## config.mk

```make
export PLATFORM = sky130hd
export DESIGN_NAME = tone_period_meter
export DESIGN_NICKNAME = d
export VERILOG_FILES = /design/src/rtl/tone_pkg.sv /design/src/rtl/tone_edge_sync.sv /design/src/rtl/tone_period_meter.sv
export SDC_FILE = /design/constraint.sdc
export NUM_CORES = 1
export LEC_CHECK = 0
export ABC_AREA = 1
export BUFFER_PORTS_ARGS = -buffer_cell sky130_fd_sc_hd__buf_2
export CAP_MARGIN = 20
export CORE_ASPECT_RATIO = 0.7
export CORE_MARGIN = 2
export CORE_UTILIZATION = 45
export CTS_CLUSTER_DIAMETER = 200
export DETAILED_ROUTE_END_ITERATION = 10
export PLACE_DENSITY = 0.76
export REMOVE_ABC_BUFFERS = 1
export SETUP_SLACK_MARGIN = 0.05
export SYNTH_ARGS = -nofsm -noshare
export SYNTH_HDL_FRONTEND = slang
export SYNTH_HIERARCHICAL = 1
export SYNTH_SLANG_ARGS = --single-unit
export TNS_END_PERCENT = 30
```

## constraint.sdc

```tcl
create_clock -name clk -period 2.48 [get_ports clk]
set_input_delay 0.496 -clock clk [delete_from_list [all_inputs] [get_ports clk]]
set_output_delay 0.496 -clock clk [all_outputs]
set_load 0.005 [all_outputs]
```

## src/rtl/tone_pkg.sv

```systemverilog
// rtl/tone_pkg.sv - shared state encoding and default sizing for the tone period meter
package tone_pkg;

  localparam int COUNTER_BITS_DEF = 10;
  localparam int SYNC_STAGES_DEF  = 2;

  typedef enum logic [1:0] {
    IDLE,
    MEASURE,
    OVER
  } meter_state_t;

endpackage

```

## src/rtl/tone_edge_sync.sv

```systemverilog
// rtl/tone_edge_sync.sv - synchronizer chain plus registered any-edge detector for tone_in
module tone_edge_sync
  import tone_pkg::*;
#(
  parameter int SYNC_STAGES = SYNC_STAGES_DEF
) (
  input  logic clk,
  input  logic reset,
  input  logic tone_in,
  output logic edge_pulse,
  output logic level
);

  logic [SYNC_STAGES-1:0] sync;
  logic                   last;

  // edge_pulse is registered so the meter sees a clean one-cycle strobe
  always_ff @(posedge clk or posedge reset) begin
    if (reset) begin
      sync       <= '0;
      last       <= 1'b0;
      edge_pulse <= 1'b0;
    end else begin
      sync       <= {sync[SYNC_STAGES-2:0], tone_in};
      last       <= sync[SYNC_STAGES-1];
      edge_pulse <= sync[SYNC_STAGES-1] ^ last;
    end
  end

  assign level = last;

endmodule

```

## src/rtl/tone_period_meter.sv

```systemverilog
// rtl/tone_period_meter.sv - half-period meter of an async tone in enable ticks; TONE_METER_STABLE_EN requires two equal readings
module tone_period_meter
  import tone_pkg::*;
#(
  parameter int COUNTER_BITS = COUNTER_BITS_DEF,
  parameter int SYNC_STAGES  = SYNC_STAGES_DEF
) (
  input  logic                    clk,
  input  logic                    reset,
  input  logic                    enable,
  input  logic                    tone_in,
  output logic [COUNTER_BITS-1:0] period,
  output logic                    valid,
  output logic                    locked,
  output logic                    overflow
);

  localparam logic [COUNTER_BITS:0] FULL = {1'b1, {COUNTER_BITS{1'b0}}};
  localparam logic [COUNTER_BITS:0] SAT  = FULL + 1'b1;

  meter_state_t          state;
  logic [COUNTER_BITS:0] cnt;
  logic [COUNTER_BITS:0] cnt_next;
  logic                  edge_pulse;
`ifdef TONE_METER_STABLE_EN
  logic [COUNTER_BITS:0] raw;
  logic                  raw_have;
`endif

  tone_edge_sync #(
    .SYNC_STAGES(SYNC_STAGES)
  ) u_sync (
    .clk       (clk),
    .reset     (reset),
    .tone_in   (tone_in),
    .edge_pulse(edge_pulse),
    .level     ()
  );

  // the tick of the edge cycle itself belongs to the interval being closed
  always_comb begin
    cnt_next = cnt;
    if (enable && cnt != SAT)
      cnt_next = cnt + 1'b1;
  end

  always_ff @(posedge clk or posedge reset) begin
    if (reset) begin
      state    <= IDLE;
      cnt      <= '0;
      period   <= '0;
      valid    <= 1'b0;
      locked   <= 1'b0;
      overflow <= 1'b0;
`ifdef TONE_METER_STABLE_EN
      raw      <= '0;
      raw_have <= 1'b0;
`endif
    end else begin
      valid <= 1'b0;
      case (state)
        IDLE: begin
          if (edge_pulse) begin
            state <= MEASURE;
            cnt   <= '0;
          end
        end
        MEASURE: begin
          if (edge_pulse) begin
            cnt <= '0;
            if (cnt_next != '0 && cnt_next <= FULL) begin
`ifdef TONE_METER_STABLE_EN
              if (raw_have && cnt_next == raw) begin
                period <= cnt_next[COUNTER_BITS-1:0];
                valid  <= 1'b1;
                locked <= 1'b1;
              end else begin
                locked   <= 1'b0;
                raw      <= cnt_next;
                raw_have <= 1'b1;
              end
`else
              period <= cnt_next[COUNTER_BITS-1:0];
              valid  <= 1'b1;
              locked <= 1'b1;
`endif
            end else if (cnt_next != '0) begin
              // edge landed on the saturating tick: too long to trust
              locked <= 1'b0;
            end
          end else if (cnt_next == SAT) begin
            state    <= OVER;
            cnt      <= cnt_next;
            overflow <= 1'b1;
            locked   <= 1'b0;
`ifdef TONE_METER_STABLE_EN
            raw_have <= 1'b0;
`endif
          end else begin
            cnt <= cnt_next;
          end
        end
        OVER: begin
          if (edge_pulse) begin
            state    <= MEASURE;
            cnt      <= '0;
            overflow <= 1'b0;
          end
        end
        default: state <= IDLE;
      endcase
    end
  end

endmodule

```

==> results.toml, run 1 <==
[drt]
drc = 0
wl_um = 3320
detail-route-antenna-nets = 0
via_per_inst = 4.85
drtIter0Drc = 76
wl_per_cell_um = 11.7
dr.pass1.iters = 4
num_vias = 1377

[die]
die_h_um = 54.5
initial_utilization_pct = 46.6
num_rows = 18
pin_count = 17
die_area_mm2 = 0.00414
fp.dieW_um = 76.1
core-area_mm2 = 0.00351

[power]
pwr_density_cell_mw_per_mm2 = 772
p_leak_nw = 1.04
vdd_drop_max_mv = 0.539
power_mw = 1.45

[place]
dpl_cell_area_mm2 = 0.00178
pre_cts_ws_ns = 0.238
port-buffer-count = 16
dp_hpwl_um = 2540
place_inst = 276
place.gp.congestion = 0.933

[layout]
final_common_cell = "nand2_1"
n_antenna_cell = 0
final_cells = 284
nNetsFinal = 239
multi_input_area_um2 = 734
final_cell_mix = "57 x nand2_1, 34 x inv_1, 30 x dfrtp_1"
drive_gt1_share_pct = 20.9
regArea_um2 = 751
nFillCells = 338
area_growth_pct = 14.7
design_area_mm2 = 0.00188

[clock_network]
cts_sinks = 30
cts_tree = "yes"
clock_path_buffers = 2
insertion_delay_ns = 0.28
hold_buffers = 0
clk_pin_slew_worst_paths_ns = 0.06
numCtsBuffers = 5
clockRootBuffer = "clkbuf_8"
cts_max_level = 2

[critical_path]
r2r_end = "period[1]$_DFFE_PP0P_"
required_ns = 2.65
reg2reg_setup_slack_ns = 0.38
start_kind = "register"
worst_setup_path_end_kind = "register"
worst_r2r_path_depth = 15
path_class = "reg -> reg"
endpoint = "period[1]$_DFFE_PP0P_"
path_max_fanout = 12
timing.critical_path.from = "cnt[1]$_DFFE_PP0P_"
r2r_start = "cnt[1]$_DFFE_PP0P_"
worstPathArrival_ns = 2.27

[sta]
relSlewSlack_pct = 68.1
setup_ws_ns = 0.378
fin_skew_ns = 0.00616
fmax_mhz = 476
period_share_pct = 84.8
finalMaxSlewViolations = 0
setup_viol = 0
tightest_slew_ns = 0.476
post-route-min-period_ns = 2.10
finalHoldViolCount = 0
rsz0062_at_grt = "no"
tns_ns = 0

[logic_synthesis]
ys_ff_latch = 30
synth_simple_gate_area_share_pct = 35.6
yosys-mux-area-fraction_pct = 0
netlist_instances = 211
ys_warn_count = 6
synth_top_family_by_area = "simple AND/OR/NAND/NOR gates"
syn_area_per_cell_um2 = 7.76
syn_area_mm2 = 0.00164
synth-compound-area-share_pct = 5.73
synth-xor-area-share_pct = 1.53
synth_cell_types = 22
synth_seq_area_share_pct = 45.9
synth-adder-area-share_pct = 1.53

[hold_path]
hp-class = "in -> async"

[run]
cap_viol_max_count = 0

[global_route]
grt_first_pass_wirelength_um = 5350
grt_pass1_vias = 1168
grt_antenna_before_repair = 0
grt_usage_pct = 17.3
grt_overflow_total = 0
grt_max_degree = 27

[status]
status = "finished, final reports clean"
## area by class of cell
| type | count | share of cell area, % |
|---|---|---|
| flip-flops and latches | 30 | 40.0 |
| clock inverters | 1 | 0.267 |
| multi-input cells | 142 | 39.1 |
| well taps | 50 | 3.33 |
| repair buffers | 20 | 5.87 |
| inverters | 34 | 6.80 |
| clock buffers | 7 | 4.60 |
## logic make-up (layout without fill, tap and decap cells)
| family | Yosys count | in the layout |
|---|---|---|
| simple gates | 122 | 122 |
| fa+ha+maj | 2 | 2 |
| flops | 30 | 30 |
| buf+inv | 39 | 62 |
| compound gates | 16 | 16 |
| xor+xnor | 2 | 2 |
## power by group
part / switching, mW / total (mW) / internal, mW
Combinational: 0.293 / 0.442 / 0.150
Clock: 0.174 / 0.397 / 0.223
Sequential: 0.0490 / 0.611 / 0.562
## how the worst min path moves through the flow
stage                                       end                      from  depth (start not counted)  slack [ns]
floorplan           u_sync/edge_pulse$_DFF_PP0_                     reset                          1        0.26
global placement       u_sync/sync[1]$_DFF_PP0_  u_sync/sync[0]$_DFF_PP0_                          0        0.34
detailed placement     u_sync/sync[1]$_DFF_PP0_  u_sync/sync[0]$_DFF_PP0_                          0        0.34
CTS                 u_sync/edge_pulse$_DFF_PP0_                     reset                          2         0.1
global route        u_sync/edge_pulse$_DFF_PP0_                     reset                          2        0.12
finish                 u_sync/sync[1]$_DFF_PP0_                     reset                          2         0.1
## Yosys cell counts
master     n  area, um2
nand3_1   17       85.1
o21ai_0    6       30.0
xor2_2     1       16.3
dfrtp_1   30        751
o22ai_1    7       43.8
buf_4      1       7.51
o31ai_1    1       7.51
nor2_1    15       56.3
a21oi_1    1       5.00
nor2_2     3       18.8
ha_1       2       25.0
xor2_1     1       8.76
clkbuf_1   2       7.51
nand2_1   57        214
buf_6      1       11.3
nor2_4     2       22.5
nand3_2    3       30.0
inv_1     34        128
o21bai_1   1       7.51
buf_2      1       5.00
nand2_2   13       81.3
nand4_1   12       75.1
## worst max-delay path, stage by stage (launching register included)
cell	delay, ns
dfrtp_1	0.39
inv_1	0.09
ha_1	0.17
nand2_1	0.05
inv_1	0.05
nand2_1	0.06
o21bai_1	0.25
nand2_1	0.08
nand2_1	0.14
nand2_1	0.08
nor2_2	0.12
nand2_1	0.08
nand2_2	0.09
nand3_4	0.17
nand2_1	0.10
nand2_1	0.05
## sequential cells by signal, summed over array words and instances, names as in the netlist
| name | flops |
|---|---|
| state | 2 |
| u_sync/sync | 2 |
| overflow | 1 |
| valid | 1 |
| u_sync/edge_pulse | 1 |
| period | 10 |
| u_sync/level | 1 |
| cnt | 11 |
| locked | 1 |
## stage by stage
stage	hold WS, ns	util [%]
3_3_place_gp	0.336	50.6
6_report	0.0963	53.4
3_5_place_dp	0.341	50.6
5_1_grt	0.118	53.4
2_1_floorplan	0.262	-
4_1_cts	0.0971	53.2
## layer usage
layer | global-route usage, % | wire, um | up-vias
met5 | 0 | 0 | -
met4 | 7.58 | 11 | 0
met3 | 5.61 | 177 | 2
met2 | 25.6 | 1370 | 39
met1 | 23.8 | 1760 | 622
li1 | - | - | 714
## what timing repair did
| item | in CTS | in global routing |
|---|---|---|
| endpoints found under the setup margin | 0 | 1 |
| setup buffers | 0 | 0 |
| resized for setup | 0 | 1 |
| endpoints found under the hold margin | 0 | 0 |
Power figures use the tool's default switching activity.
==> inputs of run 2 (changes only) <==
==> constraint.sdc (replaced) <==
create_clock -name clk -period 2 [get_ports clk]
set_input_delay 0.4 -clock clk [delete_from_list [all_inputs] [get_ports clk]]
set_output_delay 0.4 -clock clk [all_outputs]
set_load 0.005 [all_outputs]
==> run 2 against run 1 <==
Compared with the run above:
- clock power increased by 11%
- sequential cell count stayed put
- critical endpoint is now period[9]$_DFFE_PP0P_
- the run now ends with setup timing left
- combinational power is 110% higher
- clock skew grew 0.00074 ns
- via count up 9.5%
- largest power group is now combinational logic
- count of clock-buffer cells in the layout did not move
==> results.toml, run 2 (synthesis results as in run 1) <==
[drt]
num_vias = 1508
met1_length_um = 1890
detail-route-antenna-nets = 0
dr.pass1.iters = 5
drtIter0Drc = 140
wl_met3_um = 173
via_per_inst = 4.94
wl_um = 3830
wl_per_cell_um = 12.6
drc = 0
top_layer = "met4"
wl_met2_um = 1720

[sta]
rsz0062_at_grt = "yes"
setup_viol = 6
finalMaxSlewViolations = 0
post-route-min-period_ns = 2.01
fmax_mhz = 498
relSlewSlack_pct = 72.5
finalHoldViolCount = 0
fin_skew_ns = 0.00690
tightest_slew_ns = 0.411
period_share_pct = 100
setup_ws_ns = -0.00998

[clock_network]
cts_tree = "yes"
clock_path_buffers = 2
cts_max_level = 2
hold_buffers = 0
clk_pin_slew_worst_paths_ns = 0.06
cts_sinks = 30
clockRootBuffer = "clkbuf_8"
numCtsBuffers = 5
insertion_delay_ns = 0.28

[critical_path]
path_max_fanout = 6
path_class = "reg -> reg"
reg2reg_setup_slack_ns = -0.01
r2r_start = "cnt[0]$_DFFE_PP0P_"
start_kind = "register"
worstPathArrival_ns = 2.18
required_ns = 2.17
worst_setup_path_end_kind = "register"
r2r_end = "period[9]$_DFFE_PP0P_"
worst_r2r_path_depth = 15

[place]
pre_cts_ws_ns = -0.0934
dpl_cell_area_mm2 = 0.00188
port-buffer-count = 16
dp_hpwl_um = 2640
place.gp.congestion = 0.895

[die]
core-area_mm2 = 0.00351
pin_count = 17
die_h_um = 54.5
initial_utilization_pct = 46.6
num_rows = 18
die_area_mm2 = 0.00414
fp.dieW_um = 76.1

[power]
p_seq_share_pct = 36.1
p_leak_nw = 1.20
power_mw = 2.18
vdd_drop_max_mv = 0.670
swShare_pct = 36.4
comb_power_share_pct = 43.6
pwr_density_cell_mw_per_mm2 = 971
pwr-share-clk_pct = 20.3
intPower_mw = 1.39
p_sw_mw = 0.793

[global_route]
grt_overflow_total = 0
grt_antenna_before_repair = 0
grt_max_degree = 27
grt_usage_pct = 20.0
grt_pass1_vias = 1349
grt_first_pass_wirelength_um = 6220

[status]
violations = "setup timing"
status = "finished, violations left"

[run]
cap_viol_max_count = 0

[layout]
design_area_mm2 = 0.00224
reg_top3 = "cnt x11, period x10"
largest-register = "cnt"
final_common_cell = "nand2_1"
final_cell_mix = "36 x nand2_1, 31 x inv_1, 29 x nand2_2"
drive_gt1_share_pct = 41.6
area_growth_pct = 37.2
nNetsFinal = 261
n_antenna_cell = 0
largest_register_ffs = 11

[hold_path]
hp-class = "in -> async"
run 2: changes by cell type in the layout (fill, tap and decap cells not counted), sizes merged:
cell and delta:
buf +22, clkinv -1
run 2: power groups by stage:
stage          Clock, mW  Combinational, mW  Sequential [mW]
2_1_floorplan          0              0.360            0.767
3_3_place_gp           0              0.656            0.766
3_5_place_dp           0              0.670            0.768
4_1_cts            0.454              0.826            0.791
5_1_grt            0.481               1.03            0.799
6_report           0.442              0.950            0.787
run 2: worst max-delay path by stage:
stage	startpoint	end	slack (ns)	cells after the start
3_3_place_gp	cnt[1]$_DFFE_PP0P_	period[2]$_DFFE_PP0P_	-0.03	16
4_1_cts	cnt[0]$_DFFE_PP0P_	period[9]$_DFFE_PP0P_	-0.02	15
3_5_place_dp	cnt[1]$_DFFE_PP0P_	period[0]$_DFFE_PP0P_	-0.09	16
6_report	cnt[0]$_DFFE_PP0P_	period[9]$_DFFE_PP0P_	-0.01	15
2_1_floorplan	cnt[0]$_DFFE_PP0P_	period[0]$_DFFE_PP0P_	-0.02	14
5_1_grt	cnt[0]$_DFFE_PP0P_	period[1]$_DFFE_PP0P_	-0.11	13
run 2: timing repair:
action                                 4_1_cts  5_1_grt
setup endpoints to repair                   14       15
gates cloned                                 1        0
endpoints found under the hold margin        0        0
resized for setup                           26       29
pin swaps                                   13       21
buffers inserted                             7        4
run 2: metal layers:
| metal | GRT usage (%) | vias up |
|---|---|---|
| li1 | - | 764 |
| met1 | 27.5 | 697 |
| met2 | 31.5 | 40 |
| met3 | 5.12 | 7 |
| met4 | 6.67 | 0 |
| met5 | 0 | - |
run 2: worst max-delay path, cell delays in order (launching register included):
cell      delay, ns
dfrtp_2        0.46
ha_4           0.18
nand2_2        0.06
inv_2          0.03
nand2_2        0.09
o21bai_4       0.09
buf_4          0.14
nand2_4        0.06
nand3_4        0.08
nor2_4         0.16
nand2_2        0.07
nand2_2        0.09
nand3_4        0.11
buf_12         0.17
nand2_2        0.05
nand2_1        0.04
run 2: layout make-up:
class / count / area (um2)
fill: 283 / 1270
multi-input combinational: 142 / 908
sequential: 30 / 754
timing repair buffer: 42 / 315
inverter: 34 / 128
clock buffer: 7 / 76.3
tap: 50 / 62.6
run 2: stage by stage:
stage	util (%)	std cells	hold WS [ns]	TNS (ns)
6_report	63.9	305	0.00373	-0.0371
4_1_cts	60.6	302	0.00363	-0.205
2_1_floorplan	-	206	0.166	-0.0836
3_5_place_dp	53.5	288	0.297	-0.770
5_1_grt	63.9	305	0.0194	-1.16
3_3_place_gp	53.5	288	0.294	-0.330
==> inputs of run 3 (changes only) <==
--- a/config.mk
+++ b/config.mk
@@ -13,6 +13,7 @@
 export CORE_UTILIZATION = 45
 export CTS_CLUSTER_DIAMETER = 200
 export DETAILED_ROUTE_END_ITERATION = 10
+export GPL_TIMING_DRIVEN = 0
 export PLACE_DENSITY = 0.76
 export REMOVE_ABC_BUFFERS = 1
 export SETUP_SLACK_MARGIN = 0.05
==> run 3 against run 2 <==
Compared with the run above:
- the flow now finishes without violations
- power is 5.9% lower
- count of clock-buffer cells in the layout down 1
- critical path depth unchanged
- sequential cell count stayed put
- via count fell by 3.7%
- worst setup slack improved by 0.010 ns
- clock power increased by 8.6%
- first-iteration DRC count is 32% lower
- largest cell class unchanged
- largest power group unchanged
- highest routed layer unchanged
==> results.toml, run 3 (synthesis results as in run 1) <==
[status]
status = "finished, final reports clean"

[clock_network]
cts_sinks = 30
cts_tree = "yes"
insertion_delay_ns = 0.28
clockRootBuffer = "clkbuf_8"
clk_pin_slew_worst_paths_ns = 0.06
cts_max_level = 2
numCtsBuffers = 5
hold_buffers = 0
clock_path_buffers = 2

[run]
cap_viol_max_count = 0

[layout]
nFillCells = 308
largest_register_ffs = 11
regArea_um2 = 754
drive_gt1_share_pct = 35.8
n_antenna_cell = 0
area_growth_pct = 29.1
final_cells = 293
final_cell_mix = "43 x nand2_1, 31 x inv_1, 27 x dfrtp_1"
largest-register = "cnt"
design_area_mm2 = 0.00211
final_common_cell = "nand2_1"
multi_input_area_um2 = 886
reg_top3 = "cnt x11, period x10"
nNetsFinal = 250

[sta]
relSlewSlack_pct = 66.9
finalHoldViolCount = 0
setup_viol = 0
fin_skew_ns = 0.00652
rsz0062_at_grt = "yes"
finalMaxSlewViolations = 0
tightest_slew_ns = 0.495
post-route-min-period_ns = 2.00
period_share_pct = 100
fmax_mhz = 500

[critical_path]
timing.critical_path.from = "cnt[1]$_DFFE_PP0P_"
worst_setup_path_end_kind = "register"
r2r_end = "period[8]$_DFFE_PP0P_"
reg2reg_setup_slack_ns = 0.0004
worstPathArrival_ns = 2.17
endpoint = "period[8]$_DFFE_PP0P_"
r2r_start = "cnt[1]$_DFFE_PP0P_"
path_class = "reg -> reg"
worst_r2r_path_depth = 15
required_ns = 2.17
start_kind = "register"
path_max_fanout = 6

[power]
comb_power_share_pct = 38.3
intPower_mw = 1.26
vdd_drop_max_mv = 0.645
p_seq_share_pct = 38.3
p_sw_mw = 0.786
p_leak_nw = 1.12
pwr_density_cell_mw_per_mm2 = 970
pwr-share-clk_pct = 23.4
swShare_pct = 38.3

[die]
num_rows = 18
die_area_mm2 = 0.00414
pin_count = 17
fp.dieW_um = 76.1
die_h_um = 54.5
initial_utilization_pct = 46.6
core-area_mm2 = 0.00351

[global_route]
grt_antenna_before_repair = 0
grt_first_pass_wirelength_um = 6230
grt_usage_pct = 20.0
grt_pass1_vias = 1277
grt_max_degree = 27
grt_overflow_total = 0

[drt]
detail-route-antenna-nets = 0
wl_per_cell_um = 13.3
num_vias = 1452
drtIter0Drc = 95
via_per_inst = 4.96
drc = 0
wl_um = 3900
dr.pass1.iters = 4

[place]
port-buffer-count = 16
place.gp.congestion = 0.801
dp_hpwl_um = 2480
place_inst = 272
dpl_cell_area_mm2 = 0.00175

[hold_path]
hp-class = "in -> async"
run 3: changes by cell type in the layout (fill, tap and decap cells not counted):
cell | before | now
nand3_1 | 13 | 15
nand2_1 | 36 | 43
nand2_2 | 29 | 24
nand3_2 | 3 | 2
nor2_2 | 4 | 3
buf_16 | 1 | 0
clkbuf_8 | 5 | 6
clkbuf_1 | 2 | 0
nand2_4 | 5 | 3
nor2_4 | 4 | 5
buf_8 | 0 | 1
buf_12 | 1 | 0
buf_4 | 22 | 11
run 3: critical path, cell delays in order (launching register included):
cell and delay [ns]:
dfrtp_2 0.44, inv_2 0.10, ha_4 0.13, nand2_2 0.05, inv_2 0.06, nand2_4 0.05
o21bai_4 0.18, nand2_1 0.09, nand2_2 0.09, nand2_2 0.06, nor2_4 0.13, nand2_2 0.08
nand2_4 0.11, nand3_4 0.15, nand2_2 0.11, nand2_1 0.05
run 3: worst min path at each step:
stage                                   to
6_report          u_sync/sync[0]$_DFF_PP0_
5_1_grt           u_sync/sync[0]$_DFF_PP0_
4_1_cts           u_sync/sync[0]$_DFF_PP0_
3_5_place_dp      u_sync/sync[0]$_DFF_PP0_
3_3_place_gp      u_sync/sync[0]$_DFF_PP0_
2_1_floorplan  u_sync/edge_pulse$_DFF_PP0_
run 3: power groups by stage:
| stage | registers (mW) | logic, mW | clock network [mW] |
|---|---|---|---|
| after floorplan | 0.767 | 0.360 | 0 |
| after global placement | 0.766 | 0.505 | 0 |
| after detailed placement | 0.771 | 0.517 | 0 |
| after CTS | 0.772 | 0.690 | 0.487 |
| after global routing | 0.791 | 0.866 | 0.515 |
| final | 0.785 | 0.786 | 0.480 |
run 3: stage by stage:
stage / TNS, ns / setup WS (ns) / hold slack, ns / utilization [%] / power, mW
3_5_place_dp: -4.55 / -0.405 / 0.300 / 49.8 / 1.29
4_1_cts: -0.115 / -0.0311 / 0.00106 / 57.1 / 1.95
2_1_floorplan: -0.0836 / -0.0196 / 0.166 / - / 1.13
3_3_place_gp: -3.84 / -0.346 / 0.293 / 49.8 / 1.27
6_report: 0 / 0.000424 / 0.00262 / 60.1 / 2.05
5_1_grt: -1.23 / -0.129 / 0.0228 / 60.1 / 2.17
run 3: what timing repair did:
item | in CTS | in global routing
resized for setup | 21 | 23
pin swaps | 18 | 19
setup buffers | 10 | 3
gates cloned | 1 | 0
endpoints found under the setup margin | 13 | 15
run 3: metal layers:
layer	share of wire (%)	GRT usage, %	vias up
li1	-	-	739
met1	45	26.6	671
met5	0	0	-
met4	0.92	5.45	0
met3	6.0	6.44	4
met2	48	32.4	38
run 3: area by class of cell:
| type | count | share of cell area, % |
|---|---|---|
| well taps | 50 | 2.96 |
| multi-input cells | 143 | 41.9 |
| inverters | 34 | 6.04 |
| clock buffers | 6 | 3.91 |
| repair buffers | 30 | 9.47 |
| flip-flops and latches | 30 | 35.7 |
